--- src/rtl/ex_stage_pkg.sv ---
// Shared op codes, forwarding selects and control bundle for the MIPS execute stage.
package ex_stage_pkg;

    localparam int LEN_INST_REG = 5;

    localparam logic [3:0] OP_ADD   = 4'd0;
    localparam logic [3:0] OP_SUB   = 4'd1;
    localparam logic [3:0] OP_AND   = 4'd2;
    localparam logic [3:0] OP_OR    = 4'd3;
    localparam logic [3:0] OP_NOR   = 4'd4;
    localparam logic [3:0] OP_SLT   = 4'd5;
    localparam logic [3:0] OP_MULT  = 4'd8;
    localparam logic [3:0] OP_MULTU = 4'd9;
    localparam logic [3:0] OP_MFHI  = 4'd10;
    localparam logic [3:0] OP_MFLO  = 4'd11;

    localparam logic [1:0] FWD_ID_EX  = 2'b00;
    localparam logic [1:0] FWD_MEM_WB = 2'b01;
    localparam logic [1:0] FWD_EX_MEM = 2'b10;

    typedef struct packed {
        logic reg_write;
        logic mem_read;
        logic mem_write;
        logic mem_to_reg;
    } ex_ctrl_t;

    function automatic logic is_mult_op(input logic [3:0] op);
        return (op == OP_MULT) || (op == OP_MULTU);
    endfunction

endpackage

--- src/rtl/ex_stage_if.sv ---
// ID/EX inputs and EX/MEM outputs of the execute stage, bundled as one bus.
interface ex_stage_if
    import ex_stage_pkg::*;
#(
    parameter int DATA_W = 32,
    parameter int REG_W  = LEN_INST_REG
);
    logic [DATA_W-1:0] ID_EX_RsData;
    logic [DATA_W-1:0] ID_EX_RtData;
    logic [DATA_W-1:0] ID_EX_Imm;
    logic [REG_W-1:0]  ID_EX_Rd;
    logic [3:0]        ID_EX_AluOp;
    logic              ID_EX_AluSrc;
    logic              ID_EX_RegWrite;
    logic              ID_EX_MemRead;
    logic              ID_EX_MemWrite;
    logic              ID_EX_MemToReg;

    logic [DATA_W-1:0] EX_MEM_AluResult;
    logic [DATA_W-1:0] EX_MEM_StoreData;
    logic [REG_W-1:0]  EX_MEM_Rd;
    logic              EX_MEM_RegWrite;
    logic              EX_MEM_MemRead;
    logic              EX_MEM_MemWrite;
    logic              EX_MEM_MemToReg;

    modport master (
        output ID_EX_RsData, ID_EX_RtData, ID_EX_Imm, ID_EX_Rd, ID_EX_AluOp, ID_EX_AluSrc,
               ID_EX_RegWrite, ID_EX_MemRead, ID_EX_MemWrite, ID_EX_MemToReg,
        input  EX_MEM_AluResult, EX_MEM_StoreData, EX_MEM_Rd,
               EX_MEM_RegWrite, EX_MEM_MemRead, EX_MEM_MemWrite, EX_MEM_MemToReg
    );

    modport slave (
        input  ID_EX_RsData, ID_EX_RtData, ID_EX_Imm, ID_EX_Rd, ID_EX_AluOp, ID_EX_AluSrc,
               ID_EX_RegWrite, ID_EX_MemRead, ID_EX_MemWrite, ID_EX_MemToReg,
        output EX_MEM_AluResult, EX_MEM_StoreData, EX_MEM_Rd,
               EX_MEM_RegWrite, EX_MEM_MemRead, EX_MEM_MemWrite, EX_MEM_MemToReg
    );
endinterface

--- src/rtl/ex_stage_mult_iter.sv ---
// Iterative shift-add multiplier: one partial product per cycle on magnitudes,
// sign applied to the combinational product in the final (done) cycle.
module mult_iter #(
    parameter int DATA_W = 32
) (
    input  logic                  clk,
    input  logic                  rst,
    input  logic                  start,
    input  logic                  is_signed,
    input  logic [DATA_W-1:0]     op_a,
    input  logic [DATA_W-1:0]     op_b,
    output logic                  busy,
    output logic                  done,
    output logic [2*DATA_W-1:0]   product
);
    localparam int CNT_W = $clog2(DATA_W);

    logic [CNT_W-1:0]    cnt;
    logic [2*DATA_W-1:0] mcand, acc, sum;
    logic [DATA_W-1:0]   mplier, a_mag, b_mag;
    logic                a_neg, b_neg, neg;

    assign a_neg = is_signed & op_a[DATA_W-1];
    assign b_neg = is_signed & op_b[DATA_W-1];
    assign a_mag = a_neg ? -op_a : op_a;
    assign b_mag = b_neg ? -op_b : op_b;

    assign sum     = acc + (mplier[0] ? mcand : '0);
    assign done    = busy && (cnt == CNT_W'(DATA_W-1));
    assign product = neg ? -sum : sum;

    always_ff @(posedge clk) begin
        if (rst) begin
            busy   <= 1'b0;
            cnt    <= '0;
            acc    <= '0;
            mcand  <= '0;
            mplier <= '0;
            neg    <= 1'b0;
        end else if (start) begin
            busy   <= 1'b1;
            cnt    <= '0;
            acc    <= '0;
            mcand  <= {{DATA_W{1'b0}}, a_mag};
            mplier <= b_mag;
            neg    <= a_neg ^ b_neg;
        end else if (busy) begin
            acc    <= sum;
            mcand  <= mcand << 1;
            mplier <= mplier >> 1;
            cnt    <= cnt + 1'b1;
            if (done) busy <= 1'b0;
        end
    end
endmodule

--- src/rtl/ex_stage.sv ---
// MIPS execute stage: operand forwarding, ALU, EX/MEM register and, with MULT_EN
// defined, an iterative multiplier with HI/LO that stalls the front end while busy.
module ex_stage
    import ex_stage_pkg::*;
#(
    parameter int DATA_W = 32,
    parameter int REG_W  = LEN_INST_REG
) (
    input  logic              clk,
    input  logic              rst,
    input  logic [1:0]        ForwardingA,
    input  logic [1:0]        ForwardingB,
    input  logic [DATA_W-1:0] MEM_WB_WriteData,
    output logic              ExStall,
    ex_stage_if.slave         bus
);
    ex_ctrl_t          ctrl_in, ctrl_ex;
    logic [DATA_W-1:0] op_a, fwd_b, op_b, alu_res, hi_val, lo_val;
    logic              ctrl_ok;

    assign ctrl_in = {bus.ID_EX_RegWrite, bus.ID_EX_MemRead, bus.ID_EX_MemWrite, bus.ID_EX_MemToReg};

    // Select 11 falls through to the ID/EX value.
    always_comb begin
        case (ForwardingA)
            FWD_MEM_WB: op_a = MEM_WB_WriteData;
            FWD_EX_MEM: op_a = bus.EX_MEM_AluResult;
            default:    op_a = bus.ID_EX_RsData;
        endcase
        case (ForwardingB)
            FWD_MEM_WB: fwd_b = MEM_WB_WriteData;
            FWD_EX_MEM: fwd_b = bus.EX_MEM_AluResult;
            default:    fwd_b = bus.ID_EX_RtData;
        endcase
    end

    assign op_b = bus.ID_EX_AluSrc ? bus.ID_EX_Imm : fwd_b;

    always_comb begin
        alu_res = '0;
        ctrl_ok = 1'b1;
        case (bus.ID_EX_AluOp)
            OP_ADD:   alu_res = op_a + op_b;
            OP_SUB:   alu_res = op_a - op_b;
            OP_AND:   alu_res = op_a & op_b;
            OP_OR:    alu_res = op_a | op_b;
            OP_NOR:   alu_res = ~(op_a | op_b);
            OP_SLT:   alu_res = {{(DATA_W-1){1'b0}}, $signed(op_a) < $signed(op_b)};
            OP_MULT,
            OP_MULTU: ctrl_ok = 1'b0;
            OP_MFHI:  alu_res = hi_val;
            OP_MFLO:  alu_res = lo_val;
            default:  ctrl_ok = 1'b0;
        endcase
    end

    assign ctrl_ex = ctrl_ok ? ctrl_in : '0;

`ifdef MULT_EN
    localparam logic [0:0] ST_IDLE = 1'b0;
    localparam logic [0:0] ST_BUSY = 1'b1;

    logic [0:0]          state;
    logic                is_mult, m_start, m_busy, m_done;
    logic [2*DATA_W-1:0] m_prod;
    logic [DATA_W-1:0]   hi_q, lo_q;

    assign is_mult = is_mult_op(bus.ID_EX_AluOp);
    assign m_start = !rst && (state == ST_IDLE) && is_mult;

    mult_iter #(.DATA_W(DATA_W)) u_mult (
        .clk       (clk),
        .rst       (rst),
        .start     (m_start),
        .is_signed (bus.ID_EX_AluOp == OP_MULT),
        .op_a      (op_a),
        .op_b      (fwd_b),
        .busy      (m_busy),
        .done      (m_done),
        .product   (m_prod)
    );

    // HI/LO update on the retiring edge so a following MFHI/MFLO sees the product.
    always_ff @(posedge clk) begin
        if (rst) begin
            state <= ST_IDLE;
            hi_q  <= '0;
            lo_q  <= '0;
        end else begin
            case (state)
                ST_IDLE: if (m_start) state <= ST_BUSY;
                ST_BUSY: if (m_done || !m_busy) begin
                    state <= ST_IDLE;
                    if (m_done) {hi_q, lo_q} <= m_prod;
                end
                default: state <= ST_IDLE;
            endcase
        end
    end

    assign ExStall = ((state == ST_IDLE) && is_mult) || ((state == ST_BUSY) && !m_done);
    assign hi_val  = hi_q;
    assign lo_val  = lo_q;
`else
    assign ExStall = 1'b0;
    assign hi_val  = '0;
    assign lo_val  = '0;
`endif

    // A stall inserts a bubble: controls cleared, data held so EX/MEM forwarding stays stable.
    always_ff @(posedge clk) begin
        if (rst) begin
            bus.EX_MEM_AluResult <= '0;
            bus.EX_MEM_StoreData <= '0;
            bus.EX_MEM_Rd        <= '0;
            bus.EX_MEM_RegWrite  <= 1'b0;
            bus.EX_MEM_MemRead   <= 1'b0;
            bus.EX_MEM_MemWrite  <= 1'b0;
            bus.EX_MEM_MemToReg  <= 1'b0;
        end else if (ExStall) begin
            bus.EX_MEM_RegWrite  <= 1'b0;
            bus.EX_MEM_MemRead   <= 1'b0;
            bus.EX_MEM_MemWrite  <= 1'b0;
            bus.EX_MEM_MemToReg  <= 1'b0;
        end else begin
            bus.EX_MEM_AluResult <= alu_res;
            bus.EX_MEM_StoreData <= fwd_b;
            bus.EX_MEM_Rd        <= bus.ID_EX_Rd;
            bus.EX_MEM_RegWrite  <= ctrl_ex.reg_write;
            bus.EX_MEM_MemRead   <= ctrl_ex.mem_read;
            bus.EX_MEM_MemWrite  <= ctrl_ex.mem_write;
            bus.EX_MEM_MemToReg  <= ctrl_ex.mem_to_reg;
        end
    end
endmodule

--- src/flat_wrapper.sv ---
// flat-port wrapper written by rule: the top's interface ports become plain ports
module ex_stage_flat import ex_stage_pkg::*;
#(
    parameter int DATA_W = 32,
    parameter int REG_W  = LEN_INST_REG
)
  (clk, rst, ForwardingA, ForwardingB, MEM_WB_WriteData, ExStall, bus_ID_EX_RsData, bus_ID_EX_RtData, bus_ID_EX_Imm, bus_ID_EX_Rd, bus_ID_EX_AluOp, bus_ID_EX_AluSrc, bus_ID_EX_RegWrite, bus_ID_EX_MemRead, bus_ID_EX_MemWrite, bus_ID_EX_MemToReg, bus_EX_MEM_AluResult, bus_EX_MEM_StoreData, bus_EX_MEM_Rd, bus_EX_MEM_RegWrite, bus_EX_MEM_MemRead, bus_EX_MEM_MemWrite, bus_EX_MEM_MemToReg);
  ex_stage_if #(.DATA_W(DATA_W), .REG_W(REG_W)) bus_i ();
  input  logic clk;
  input  logic rst;
  input  logic [1:0] ForwardingA;
  input  logic [1:0] ForwardingB;
  input  logic [DATA_W-1:0] MEM_WB_WriteData;
  output logic ExStall;
  input wire logic [$bits(bus_i.ID_EX_RsData)-1:0] bus_ID_EX_RsData;
  input wire logic [$bits(bus_i.ID_EX_RtData)-1:0] bus_ID_EX_RtData;
  input wire logic [$bits(bus_i.ID_EX_Imm)-1:0] bus_ID_EX_Imm;
  input wire logic [$bits(bus_i.ID_EX_Rd)-1:0] bus_ID_EX_Rd;
  input wire logic [$bits(bus_i.ID_EX_AluOp)-1:0] bus_ID_EX_AluOp;
  input wire logic [$bits(bus_i.ID_EX_AluSrc)-1:0] bus_ID_EX_AluSrc;
  input wire logic [$bits(bus_i.ID_EX_RegWrite)-1:0] bus_ID_EX_RegWrite;
  input wire logic [$bits(bus_i.ID_EX_MemRead)-1:0] bus_ID_EX_MemRead;
  input wire logic [$bits(bus_i.ID_EX_MemWrite)-1:0] bus_ID_EX_MemWrite;
  input wire logic [$bits(bus_i.ID_EX_MemToReg)-1:0] bus_ID_EX_MemToReg;
  output wire logic [$bits(bus_i.EX_MEM_AluResult)-1:0] bus_EX_MEM_AluResult;
  output wire logic [$bits(bus_i.EX_MEM_StoreData)-1:0] bus_EX_MEM_StoreData;
  output wire logic [$bits(bus_i.EX_MEM_Rd)-1:0] bus_EX_MEM_Rd;
  output wire logic [$bits(bus_i.EX_MEM_RegWrite)-1:0] bus_EX_MEM_RegWrite;
  output wire logic [$bits(bus_i.EX_MEM_MemRead)-1:0] bus_EX_MEM_MemRead;
  output wire logic [$bits(bus_i.EX_MEM_MemWrite)-1:0] bus_EX_MEM_MemWrite;
  output wire logic [$bits(bus_i.EX_MEM_MemToReg)-1:0] bus_EX_MEM_MemToReg;
  assign bus_i.ID_EX_RsData = bus_ID_EX_RsData;
  assign bus_i.ID_EX_RtData = bus_ID_EX_RtData;
  assign bus_i.ID_EX_Imm = bus_ID_EX_Imm;
  assign bus_i.ID_EX_Rd = bus_ID_EX_Rd;
  assign bus_i.ID_EX_AluOp = bus_ID_EX_AluOp;
  assign bus_i.ID_EX_AluSrc = bus_ID_EX_AluSrc;
  assign bus_i.ID_EX_RegWrite = bus_ID_EX_RegWrite;
  assign bus_i.ID_EX_MemRead = bus_ID_EX_MemRead;
  assign bus_i.ID_EX_MemWrite = bus_ID_EX_MemWrite;
  assign bus_i.ID_EX_MemToReg = bus_ID_EX_MemToReg;
  assign bus_EX_MEM_AluResult = bus_i.EX_MEM_AluResult;
  assign bus_EX_MEM_StoreData = bus_i.EX_MEM_StoreData;
  assign bus_EX_MEM_Rd = bus_i.EX_MEM_Rd;
  assign bus_EX_MEM_RegWrite = bus_i.EX_MEM_RegWrite;
  assign bus_EX_MEM_MemRead = bus_i.EX_MEM_MemRead;
  assign bus_EX_MEM_MemWrite = bus_i.EX_MEM_MemWrite;
  assign bus_EX_MEM_MemToReg = bus_i.EX_MEM_MemToReg;
  ex_stage #(.DATA_W(DATA_W), .REG_W(REG_W)) u_core (.clk(clk), .rst(rst), .ForwardingA(ForwardingA), .ForwardingB(ForwardingB), .MEM_WB_WriteData(MEM_WB_WriteData), .ExStall(ExStall), .bus(bus_i));
endmodule
--- config.mk ---
export PLATFORM = sky130hd
export DESIGN_NAME = ex_stage_flat
export DESIGN_NICKNAME = d
export VERILOG_FILES = /design/src/rtl/ex_stage_pkg.sv /design/src/rtl/ex_stage_if.sv /design/src/rtl/ex_stage_mult_iter.sv /design/src/rtl/ex_stage.sv /design/src/flat_wrapper.sv
export SDC_FILE = /design/constraint.sdc
export NUM_CORES = 1
export LEC_CHECK = 0
export ABC_CLOCK_PERIOD_IN_PS = 4900
export BUFFER_PORTS_ARGS = -buffer_cell sky130_fd_sc_hd__buf_2
export CORE_MARGIN = 10
export CORE_UTILIZATION = 50
export CTS_CLUSTER_SIZE = 10
export DETAILED_ROUTE_END_ITERATION = 10
export PLACE_DENSITY = 0.85
export SLEW_MARGIN = 0
export SYNTH_ARGS = -nofsm -noshare
export SYNTH_HDL_FRONTEND = slang
export SYNTH_SLANG_ARGS = --single-unit
--- constraint.sdc ---
create_clock -name clk -period 4.9 [get_ports clk]
set_input_delay 1.225 -clock clk [delete_from_list [all_inputs] [get_ports clk]]
set_output_delay 1.225 -clock clk [all_outputs]
set_load 0.03 [all_outputs]
==> key figures, run 1 <==
Timing
  • Setup TNS: 0 ns
  • Worst slew pin tran: 1.025 ns
  • Final Max Slew Viols: 0
  • RSZ-0062 raised after global routing: yes
  • Hold Slack: 0.7844 ns
  • Worst slew margin: 31.66%
  • Period utilisation layout: 97.15%
  • Clk_skew: 0.01428 ns
  • Post-route minimum period: 4.760 ns
  • Final setup vio count: 0
  • Fmax achieved: 210.1 MHz
  • Final-report hold violation count: 0

Floorplanning
  • Core area: 16700 um^2
  • Starting Density: 51.24%
  • Die height: 150.8 um
  • Die area: 22750 um^2
  • Count of boundary I/O pins: 222
  • DIE WIDTH: 150.8 um
  • Row cnt: 47

Drt
  • DRT Pass-1 Iters: 6
  • Vias per cell: 6.210
  • Met2 wire length: 17.26 mm
  • Post-route ant nets: 0
  • DRC Markers: 0
  • Wl on met1: 15.82 mm
  • Final WL: 39.86 mm
  • Routed met3 length: 5.379 mm
  • Wire per inst: 22.32 um
  • Vias: 11090
  • Top layer in use: met4
  • Iteration-0 DRC Markers: 1578

Clock tree
  • TritonCTS buffer count: 9
  • H-tree depth: 3
  • Clk_lat worst skew: 0.36 ns
  • CTS tree: built
  • Clock sink count: 73
  • Max Root-Sink Buffers: 2
  • Worst-path clk slew: 0.07 ns
  • Root Buffer Master: clkbuf_16

Logic synthesis
  • Seq/Total Area, Yosys: 17.08%
  • Mean Syn Cell Area: 7.228 um^2
  • Post-Syn Area: 8558 um^2
  • Synth Instances: 1184
  • Syn_nets: 1437
  • Yosys cell types: 86
  • Post-synth EDFFs: 0
  • Synthesis Warnings: 0
  • Synth async-reset ratio: 0%
  • Top_reg_cell synth: dfxtp_1
  • Flops & latches, synth: 73

Worst hold path
  • Worst Hold Endpoint: u_core.bus.EX_MEM_StoreData[18]$_SDFF_PP0_
  • Hold Crit Depth: 3
  • Hold Crit Start: u_core.bus.EX_MEM_AluResult[18]$_SDFF_PP0_
  • Hold Path Class: register to register

Worst setup path
  • R2R cell count: 15
  • Critical path type: input pin to register
  • Arr. time, crit path: 5.01 ns
  • R2r endpoint: u_core.bus.EX_MEM_AluResult[30]$_SDFF_PP0_
  • R2R Setup Slk: 1.10 ns
  • CP required: 5.15 ns
  • CP Launch Type: input pin
  • CP max FO: 5
  • FF-to-FF Start: u_core.bus.EX_MEM_AluResult[0]$_SDFF_PP0_
  • Setup crit end kind: register

Job
  • Max-Cap Viols: 0

Finish
  • Syn-to-layout area delta: 38.57%
  • Final #Nets: 1812
  • Post-layout util: 71.01%
  • Share of layout cells above drive strength 1: 33.53%

Power and ir drop
  • P_leak: 5.691 nW
  • Power Density: 270.8 nW/um^2
  • Total power draw: 3.212 mW
  • Worst vdd ir: 0.2337 mV

Run status
  • Status: finished, final reports clean

GRT
  • Gr usage total: 32.59%
  • Global-route wire length before repair: 58.53 mm
  • Initial antenna violation count: 2
  • Via count of the first global-routing pass: 10170
  • Largest net degree at the start of global routing: 39
  • Total congestion overflow: 0

Place
  • PortBufs: 220
  • Routability congestion estimate: 1.023
  • DP HPWL: 31.99 mm
-- timing repair --
action | in CTS | in global routing
setup buffers | 0 | 1
pin swaps | 2 | 19
resized for setup | 1 | 51
endpoints found under the setup margin | 2 | 14
hold buffers | 0 | 0
gates cloned | 0 | 1
-- cell usage in the layout, fill, tap and decap left out, drive strengths merged, types with 31 or more instances in the layout --
cell type  count
buf          445
nor2         128
o21ai        117
ha           103
nand2        100
inv           97
dfxtp         73
a21oi         72
a221o         34
a22oi         34
a221oi        31
-- synth_stat cells (3+ instances only) --
cell       instances  share of area [%]
a2111oi_2          4               0.70
a211o_1            3               0.31
a211oi_1          14                1.2
a21o_1            12                1.1
a21oi_1           71                4.2
a221o_1           34                4.0
a221oi_1          29                3.0
a22oi_1           34                3.0
a311oi_1           3               0.31
a31oi_1           12               0.88
a41oi_1            3               0.31
and2_1             8               0.58
and3_1             3               0.22
buf_2             12               0.70
buf_4              3               0.26
clkbuf_1          65                2.9
dfxtp_1           73                 17
ha_1             103                 15
inv_1             96                4.2
nand2_1          100                4.4
nand2b_1          14                1.0
nand3_1           16               0.94
nand3b_1           3               0.26
nand4_1            3               0.22
nor2_1           127                5.6
nor2b_1           26                1.9
nor3_1            20                1.2
nor4_1             9               0.66
o211ai_1           8               0.70
o21a_1            22                1.9
o21ai_0          110                6.4
o21ai_1            6               0.35
o21bai_1          14                1.2
o22ai_1           15                1.1
o31a_1             5               0.51
o31ai_1            4               0.35
or2_2              4               0.29
or3_1              5               0.37
or4_1              4               0.35
xnor2_1           24                2.5
xor2_1             4               0.41
-- through the flow --
step / setup slack (ns) / std cells / cell area [um^2]
2_1_floorplan: 0.003017 / 1184 / 8596
3_3_place_gp: -0.2819 / 1766 / 11360
3_5_place_dp: -0.4255 / 1766 / 11360
4_1_cts: 0.06560 / 1781 / 11640
5_1_grt: -0.03867 / 1785 / 11860
6_report: 0.1395 / 1786 / 11860
-- area by class of cell --
class,count,area [um^2]
Multi-Input combinational cell,931,6578
Fill cell,1385,4842
Timing Repair Buffer,446,2882
Sequential cell,73,1461
Inverter,98,375.4
Tap cell,220,275.3
Clock buffer,11,252.7
Clock inverter,4,27.53
Antenna cell,3,7.507
-- flip-flops by register name, indices dropped and copies added, names as in the netlist --
name and cells:
u_core.bus.EX_MEM_Rd 5, u_core.bus.EX_MEM_MemRead 1, u_core.bus.EX_MEM_MemWrite 1, u_core.bus.EX_MEM_StoreData 32
u_core.bus.EX_MEM_RegWrite 1, u_core.bus.EX_MEM_MemToReg 1, u_core.bus.EX_MEM_AluResult 32
-- routing by layer --
metal | GRT usage, % | up-vias
met3 | 5.967 | 112
met2 | 50.02 | 831
met4 | 11.02 | 0
li1 | - | 5024
met1 | 44.83 | 5124
met5 | 0 | -
-- critical path, cell delays in order --
cell       delay, ns
buf_2           0.12
inv_1           0.07
ha_4            0.27
buf_6           0.13
a221o_1         0.11
o21ai_1         0.09
o21ai_1         0.23
ha_2            0.23
inv_1           0.06
fa_2            0.39
or2_4           0.28
a2111oi_4       0.42
o41ai_4         0.16
o221a_2         0.27
o311a_4         0.38
nor2_4          0.10
nor4_1          0.06
nor4_2          0.34
o21ai_2         0.07
-- cells by family after synthesis --
group                      Yosys count  synth area share [%]
buffers and inverters              180                 8.289
DFF                                 73                 17.08
muxes                                2                0.2339
other                                1               0.04382
AOI/OAI and AO/OA                  442                 36.71
xor gates and xnor gates            28                 2.865
adders and majority gates          105                 15.53
and+or+nand+nor                    353                 19.25
-- how the worst max path moves through the flow --
stage,startpoint,end,slack (ns),cells after the start
finish,ForwardingB[0],u_core.bus.EX_MEM_AluResult[30]$_SDFF_PP0_,0.14,19
global route,ForwardingB[0],u_core.bus.EX_MEM_AluResult[14]$_SDFF_PP0_,-0.04,19
CTS,ForwardingB[0],u_core.bus.EX_MEM_AluResult[30]$_SDFF_PP0_,0.07,19
detailed placement,ForwardingB[0],u_core.bus.EX_MEM_AluResult[30]$_SDFF_PP0_,-0.43,19
global placement,ForwardingB[0],u_core.bus.EX_MEM_AluResult[30]$_SDFF_PP0_,-0.28,19
floorplan,ForwardingB[0],u_core.bus.EX_MEM_AluResult[30]$_SDFF_PP0_,0.003,19
-- power breakdown --
| group | internal, mW | switching (mW) |
|---|---|---|
| combinational | 0.820 | 1.09 |
| sequential | 0.629 | 0.0169 |
| clock | 0.369 | 0.286 |
| total | 1.82 | 1.39 |
(Power assumes the default switching activity.)
==> run 2: changes to the inputs <==
Settings changed: CORE_UTILIZATION 50 to 51, CTS_BUF_LIST set to sky130_fd_sc_hd__clkbuf_8, PLACE_DENSITY 0.85 to 0.86.
==> run 2 against run 1 <==
Against the previous run:
- final cell count increased by 0.78%
- core utilization rose by 0.054 points
- power down 2.7%
==> key figures, run 2 (synthesized netlist as in run 1, its figures left out) <==
Run status
  • Status: finished, final reports clean

Worst hold path
  • Hold Path Class: register to register
  • Hold Crit Depth: 3
  • Hold Crit Start: u_core.bus.EX_MEM_AluResult[22]$_SDFF_PP0_
  • Worst Hold Endpoint: u_core.bus.EX_MEM_StoreData[22]$_SDFF_PP0_

Worst setup path
  • Arr. time, crit path: 5.02 ns
  • CP max FO: 7
  • R2r endpoint: u_core.bus.EX_MEM_AluResult[14]$_SDFF_PP0_
  • Critical path type: input pin to register
  • Critical Path Max Stage Delay: 0.48 ns
  • Setup crit end kind: register
  • FF-to-FF Start: u_core.bus.EX_MEM_AluResult[0]$_SDFF_PP0_
  • R2R Setup Slk: 0.96 ns
  • CP required: 5.13 ns
  • R2R cell count: 16
  • CP max stage cell: fa_1
  • CP Launch Type: input pin
  • Cells along the critical path: buf_2 -> inv_1 -> ha_2 -> a221o_1 -> o21ai_0 -> o21ai_1 -> ha_2 -> inv_1 -> fa_1 -> or2_4 -> a2111oi_4 -> o41ai_4 -> and2_1 -> o21a_1 -> buf_4 -> mux2i_1 -> xnor2_1 -> a221oi_1 -> nor2_1
  • Crit path from: ForwardingB[0]

Finish
  • Fill count: 1396
  • Register Area: 1461 um^2
  • Final Instance Area: 11740 um^2
  • Final #Nets: 1826
  • Most common cell after layout, fill and taps aside: buf_4
  • Multi-input gate area: 6480 um^2
  • Top flop regs: u_core.bus.EX_MEM_AluResult: 32 flops, u_core.bus.EX_MEM_StoreData: 32 flops, u_core.bus.EX_MEM_Rd: 5 flops
  • Commonest cells after routing, fill and taps aside: 238 x buf_4, 220 x buf_2, 126 x nor2_1
  • Syn-to-layout area delta: 37.21%
  • Fin cells: 1800
  • Share of layout cells above drive strength 1: 33.40%

Timing
  • Period utilisation layout: 97.72%
  • Setup TNS: 0 ns
  • Worst slew pin tran: 0.8228 ns
  • Post-route minimum period: 4.788 ns
  • Fmax achieved: 208.8 MHz
  • Final Max Slew Viols: 0
  • Final-report hold violation count: 0
  • Clk_skew: 0.02861 ns
  • Final setup vio count: 0
  • Worst slew margin: 44.57%

Floorplanning
  • Die height: 149.5 um
  • Core area: 16520 um^2
  • Die area: 22360 um^2
  • DIE WIDTH: 149.5 um
  • Count of boundary I/O pins: 222
  • Row cnt: 47
  • Starting Density: 51.79%

Place
  • Placed instance count: 1779
  • Routability congestion estimate: 1.027
  • Placed inst area: 11420 um^2
  • DP HPWL: 32.26 mm
  • PortBufs: 220

Drt
  • Final WL: 39.83 mm
  • Iteration-0 DRC Markers: 1562
  • DRT Pass-1 Iters: 7
  • Post-route ant nets: 0
  • Wire per inst: 22.13 um
  • Vias: 11200
  • DRC Markers: 0
  • Vias per cell: 6.224

Clock tree
  • H-tree depth: 3
  • Clock sink count: 73
  • TritonCTS buffer count: 9
  • CTS tree: built
  • Max Root-Sink Buffers: 2
  • Worst-path clk slew: 0.10 ns
  • Root Buffer Master: clkbuf_8
  • Clk_lat worst skew: 0.39 ns
  • Hold_buf cts: 0

Power and ir drop
  • Worst vdd ir: 0.1672 mV
  • Power Density: 266.1 nW/um^2
  • Total power draw: 3.124 mW
  • P_leak: 5.704 nW

Job
  • Max-Cap Viols: 0

GRT
  • Global-route wire length before repair: 59.22 mm
  • Via count of the first global-routing pass: 10380
  • Gr usage total: 33.25%
  • Total congestion overflow: 0
  • Initial antenna violation count: 2
  • Largest net degree at the start of global routing: 39
## run 2: through the flow
stage / utilization, % / worst slack [ns] / hold slack, ns
CTS: 70.46 / 0.01977 / 0.7743
global placement: 69.09 / -0.3681 / 0.7270
detailed placement: 69.09 / -0.3593 / 0.7400
global route: 71.06 / -0.02465 / 0.8371
floorplan: - / 0.003017 / 0.8763
finish: 71.06 / 0.1116 / 0.8070
## run 2: area by class of cell
type	instances	share of cell area, %
Sequential cell	73	12.45
Inverter	98	3.133
Multi-Input combinational cell	931	55.18
Tap cell	220	2.344
Clock buffer	10	1.172
Antenna cell	2	0.04262
Timing Repair Buffer	460	24.93
Clock inverter	6	0.7459
## run 2: worst max-delay path, delay by kind of cell
family | cells | cell delay [ns]
buffers and inverters | 4 | 0.35
and+or+nand+nor | 3 | 0.56
adders and majority gates | 3 | 1.11
muxes | 1 | 0.18
xor gates and xnor gates | 1 | 0.13
AOI/OAI and AO/OA | 7 | 1.48
## run 2: timing repair
action                                  in CTS  in global routing
setup buffers                                0                  3
endpoints found under the setup margin       0                 20
gates resized for setup                      0                 25
## run 2: worst max-delay path by stage
stage,to,slack [ns],cells past startpoint
after floorplan,u_core.bus.EX_MEM_AluResult[30]$_SDFF_PP0_,0.003,19
after global placement,u_core.bus.EX_MEM_AluResult[29]$_SDFF_PP0_,-0.37,18
after detailed placement,u_core.bus.EX_MEM_AluResult[29]$_SDFF_PP0_,-0.36,18
after CTS,u_core.bus.EX_MEM_AluResult[27]$_SDFF_PP0_,0.02,19
after global routing,u_core.bus.EX_MEM_AluResult[14]$_SDFF_PP0_,-0.02,20
final,u_core.bus.EX_MEM_AluResult[14]$_SDFF_PP0_,0.11,19
## run 2: power breakdown
part	internal (mW)	leakage (nW)	total, mW	switching, mW
Clock	0.303	0.117	0.590	0.286
Sequential	0.628	0.599	0.647	0.0181
Combinational	0.816	4.99	1.89	1.07
## run 2: layer usage
layer	global-route usage (%)	wire, um	share of wire, %
met1	44.69	15840	40
met5	0	0	0
met3	7.397	5332	13
met4	12.02	1330	3.3
met2	50.91	17330	44
==> run 3: changes to the inputs <==
Settings changed: CORE_UTILIZATION 51 to 50, PLACE_DENSITY 0.86 to 0.85, RECOVER_POWER set to 25, SYNTH_HIERARCHICAL set to 1.
==> run 3 against run 2 <==
Against the previous run:
- the flow now finishes with violations (max-capacitance violations, max-slew violations)
- design area decreased by 3.0%
- hold slack lost 0.067 ns
- critical path depth unchanged
- non-clock buffer count shrank 33
- clock power increased by 2%
- register-to-register slack improved by 0.09 ns
- sequential power increased by 2%
- synthesized cell count is 0.51% lower
==> key figures, run 3 <==
Drt
  • Wire per inst: 21.20 um
  • Post-route ant nets: 0
  • DRT Pass-1 Iters: 6
  • Vias per cell: 6.144
  • Vias: 10820
  • Final WL: 37.33 mm
  • DRC Markers: 0
  • Iteration-0 DRC Markers: 1468

Clock tree
  • CTS tree: built
  • Clk_lat worst skew: 0.38 ns
  • Root Buffer Master: clkbuf_8
  • TritonCTS buffer count: 9
  • Clock sink count: 73
  • Max Root-Sink Buffers: 2
  • H-tree depth: 3
  • Worst-path clk slew: 0.10 ns
  • Hold_buf cts: 0

GRT
  • Gr usage total: 31.05%
  • Initial antenna violation count: 2
  • Total congestion overflow: 0
  • Via count of the first global-routing pass: 10130
  • Global-route wire length before repair: 55.68 mm
  • Largest net degree at the start of global routing: 39

Logic synthesis
  • Post-synth EDFFs: 0
  • Most frequent cells after synthesis: 110 x nor2_1, 107 x nand2_1, 103 x o21ai_0
  • Synthesis Warnings: 6
  • Yosys cell types: 77
  • Synth top area share: 17.31%
  • Synth async-reset ratio: 0%
  • Top cells by area, synth: dfxtp_1 17%, ha_1 15%, o21ai_0 6.1%
  • Top-count cell post-synth: nor2_1
  • Flops & latches, synth: 73
  • Syn_nets: 1427
  • Mean Syn Cell Area: 7.167 um^2
  • Yosys top cell by area: dfxtp_1
  • Seq/Total Area, Yosys: 17.31%
  • Top_reg_cell synth: dfxtp_1
  • Post-Syn Area: 8443 um^2
  • Synth Instances: 1178

Finish
  • Syn-to-layout area delta: 34.90%
  • Commonest cells after routing, fill and taps aside: 202 x buf_4, 194 x buf_2, 110 x nor2_1
  • Register Area: 1461 um^2
  • Multi-input gate area: 6334 um^2
  • Top flop regs: u_core/bus.EX_MEM_AluResult: 32 flops, u_core/bus.EX_MEM_StoreData: 32 flops, u_core/bus.EX_MEM_Rd: 5 flops
  • Final #Nets: 1783
  • Final Instance Area: 11390 um^2
  • Post-layout util: 68.68%
  • Most common cell after layout, fill and taps aside: buf_4
  • Fill count: 1417
  • Share of layout cells above drive strength 1: 29.11%

Worst hold path
  • Hold Path Class: register to register
  • Worst Hold Endpoint: u_core/bus.EX_MEM_StoreData[26]$_SDFF_PP0_
  • Hold Crit Depth: 3
  • Hold Crit Start: u_core/bus.EX_MEM_AluResult[26]$_SDFF_PP0_

Timing
  • Final Max Slew Viols: 39
  • Period utilisation layout: 97.40%
  • Final-report hold violation count: 0
  • Worst slew margin: -22.91%
  • Final worst slack: 0.1275 ns
  • Setup TNS: 0 ns
  • Final setup vio count: 0
  • Worst slew pin tran: 1.844 ns
  • Fmax achieved: 209.5 MHz
  • Post-route minimum period: 4.772 ns
  • Clk_skew: 0.01772 ns
  • Hold Slack: 0.7401 ns

Place
  • PortBufs: 220
  • DP HPWL: 30.19 mm
  • Placed inst area: 11130 um^2
  • Routability congestion estimate: 1.001
  • Pre-CTS WS: -0.2987 ns

Worst setup path
  • CP required: 5.10 ns
  • R2R cell count: 15
  • R2R Setup Slk: 1.05 ns
  • R2r endpoint: u_core/bus.EX_MEM_AluResult[16]$_SDFF_PP0_
  • Critical path type: input pin to register
  • FF-to-FF Start: u_core/bus.EX_MEM_AluResult[0]$_SDFF_PP0_
  • CP Launch Type: input pin
  • Setup crit end kind: register
  • CP max FO: 10
  • Arr. time, crit path: 4.98 ns

Power and ir drop
  • Clk pwr share: 19.6%
  • Seq pwr share: 21.4%
  • P_leak: 5.513 nW
  • Gate power share: 59.0%
  • Worst vdd ir: 0.1542 mV
  • Power Density: 269.5 nW/um^2
  • Sw Pwr: 1.308 mW
  • Pint: 1.761 mW
  • Switching share of total power: 42.61%

Floorplanning
  • Die height: 149.9 um
  • Count of boundary I/O pins: 222
  • DIE WIDTH: 149.9 um
  • Die area: 22480 um^2
  • Starting Density: 50.91%
  • Row cnt: 47
  • Core area: 16580 um^2

Run status
  • Violated checks: max-capacitance violations, max-slew violations
  • Status: finished, violations left

Job
  • Max-Cap Viols: 1
## run 3: cell types whose count changed after synthesis, moves of 7 or more
cell / before / now
a211oi_1: 14 / 5
a21oi_1: 71 / 79
o21a_1: 22 / 38
o21ai_0: 110 / 103
nor2_1: 127 / 110
nand2_1: 100 / 107
a221o_1: 34 / 42
## run 3: cell families after synthesis
group	after synthesis	synth area share (%)
AOI/OAI and AO/OA	453	37.54
xor gates and xnor gates	29	3.008
adders and majority gates	101	15.15
buffers and inverters	185	8.402
DFF	73	17.31
muxes	6	0.7114
other	1	0.04441
and+or+nand+nor	330	17.84
## run 3: cell type report
class                   instances  share of cell area [%]
clock inverters                 7                   1.044
inverters                     103                   3.394
multi-input cells             920                   55.61
flip-flops and latches         73                   12.83
clock buffers                   9                   1.088
well taps                     220                   2.417
repair buffers                427                   23.57
diodes                          2                 0.04394
## run 3: metal layers
| metal | vias up | GRT usage (%) | routed length, um | part of all wire (%) |
|---|---|---|---|---|
| li1 | 4975 | - | - | - |
| met1 | 5033 | 38.71 | 14330 | 38 |
| met2 | 710 | 50.31 | 16840 | 45 |
| met3 | 101 | 8.635 | 5020 | 13 |
| met4 | 0 | 10.64 | 1141 | 3.1 |
| met5 | - | 0 | 0 | 0 |
## run 3: worst max-delay path by stage
stage	start	to	slack [ns]	cells past startpoint
3_3_place_gp	ForwardingB[0]	u_core/bus.EX_MEM_AluResult[20]$_SDFF_PP0_	-0.23	19
3_5_place_dp	ForwardingB[0]	u_core/bus.EX_MEM_AluResult[20]$_SDFF_PP0_	-0.30	19
4_1_cts	ForwardingB[0]	u_core/bus.EX_MEM_AluResult[26]$_SDFF_PP0_	0.06	18
5_1_grt	ForwardingB[1]	u_core/bus.EX_MEM_AluResult[31]$_SDFF_PP0_	-0.0007	21
2_1_floorplan	ForwardingB[0]	u_core/bus.EX_MEM_AluResult[26]$_SDFF_PP0_	0.008	19
6_report	ForwardingB[0]	u_core/bus.EX_MEM_AluResult[21]$_SDFF_PP0_	0.13	19
## run 3: worst max-delay path, cell delays in order
cell       delay (ns)
buf_2            0.12
inv_1            0.06
ha_2             0.31
buf_12           0.15
a221o_1          0.26
o21ai_0          0.11
o21a_1           0.26
ha_1             0.33
a21oi_1          0.15
o21bai_1         0.07
a2111oi_0        0.55
o211ai_1         0.14
a21o_2           0.24
buf_4            0.14
o21ai_2          0.16
o21ai_2          0.10
xnor2_1          0.14
a221oi_1         0.27
a21oi_1          0.19
## run 3: timing repair
action / 4_1_cts / 5_1_grt
setup endpoints to repair: 0 / 19
endpoints found under the hold margin: 0 / 0
resized for setup: 0 / 10
buffers inserted: 0 / 3
## run 3: through the flow
stage          std cells  total power [mW]
4_1_cts             1756             3.019
3_5_place_dp        1740             2.419
6_report            1761             3.069
2_1_floorplan       1178             1.685
5_1_grt             1761             3.231
3_3_place_gp        1740             2.395
## run 3: power groups by stage
stage                     clock, mW  combinational, mW  sequential [mW]
after CTS                     0.601               1.76            0.654
after floorplan                   0              0.944            0.740
after global placement            0               1.73            0.667
after detailed placement          0               1.75            0.668
after global routing          0.627               1.94            0.659
final                         0.601               1.81            0.657
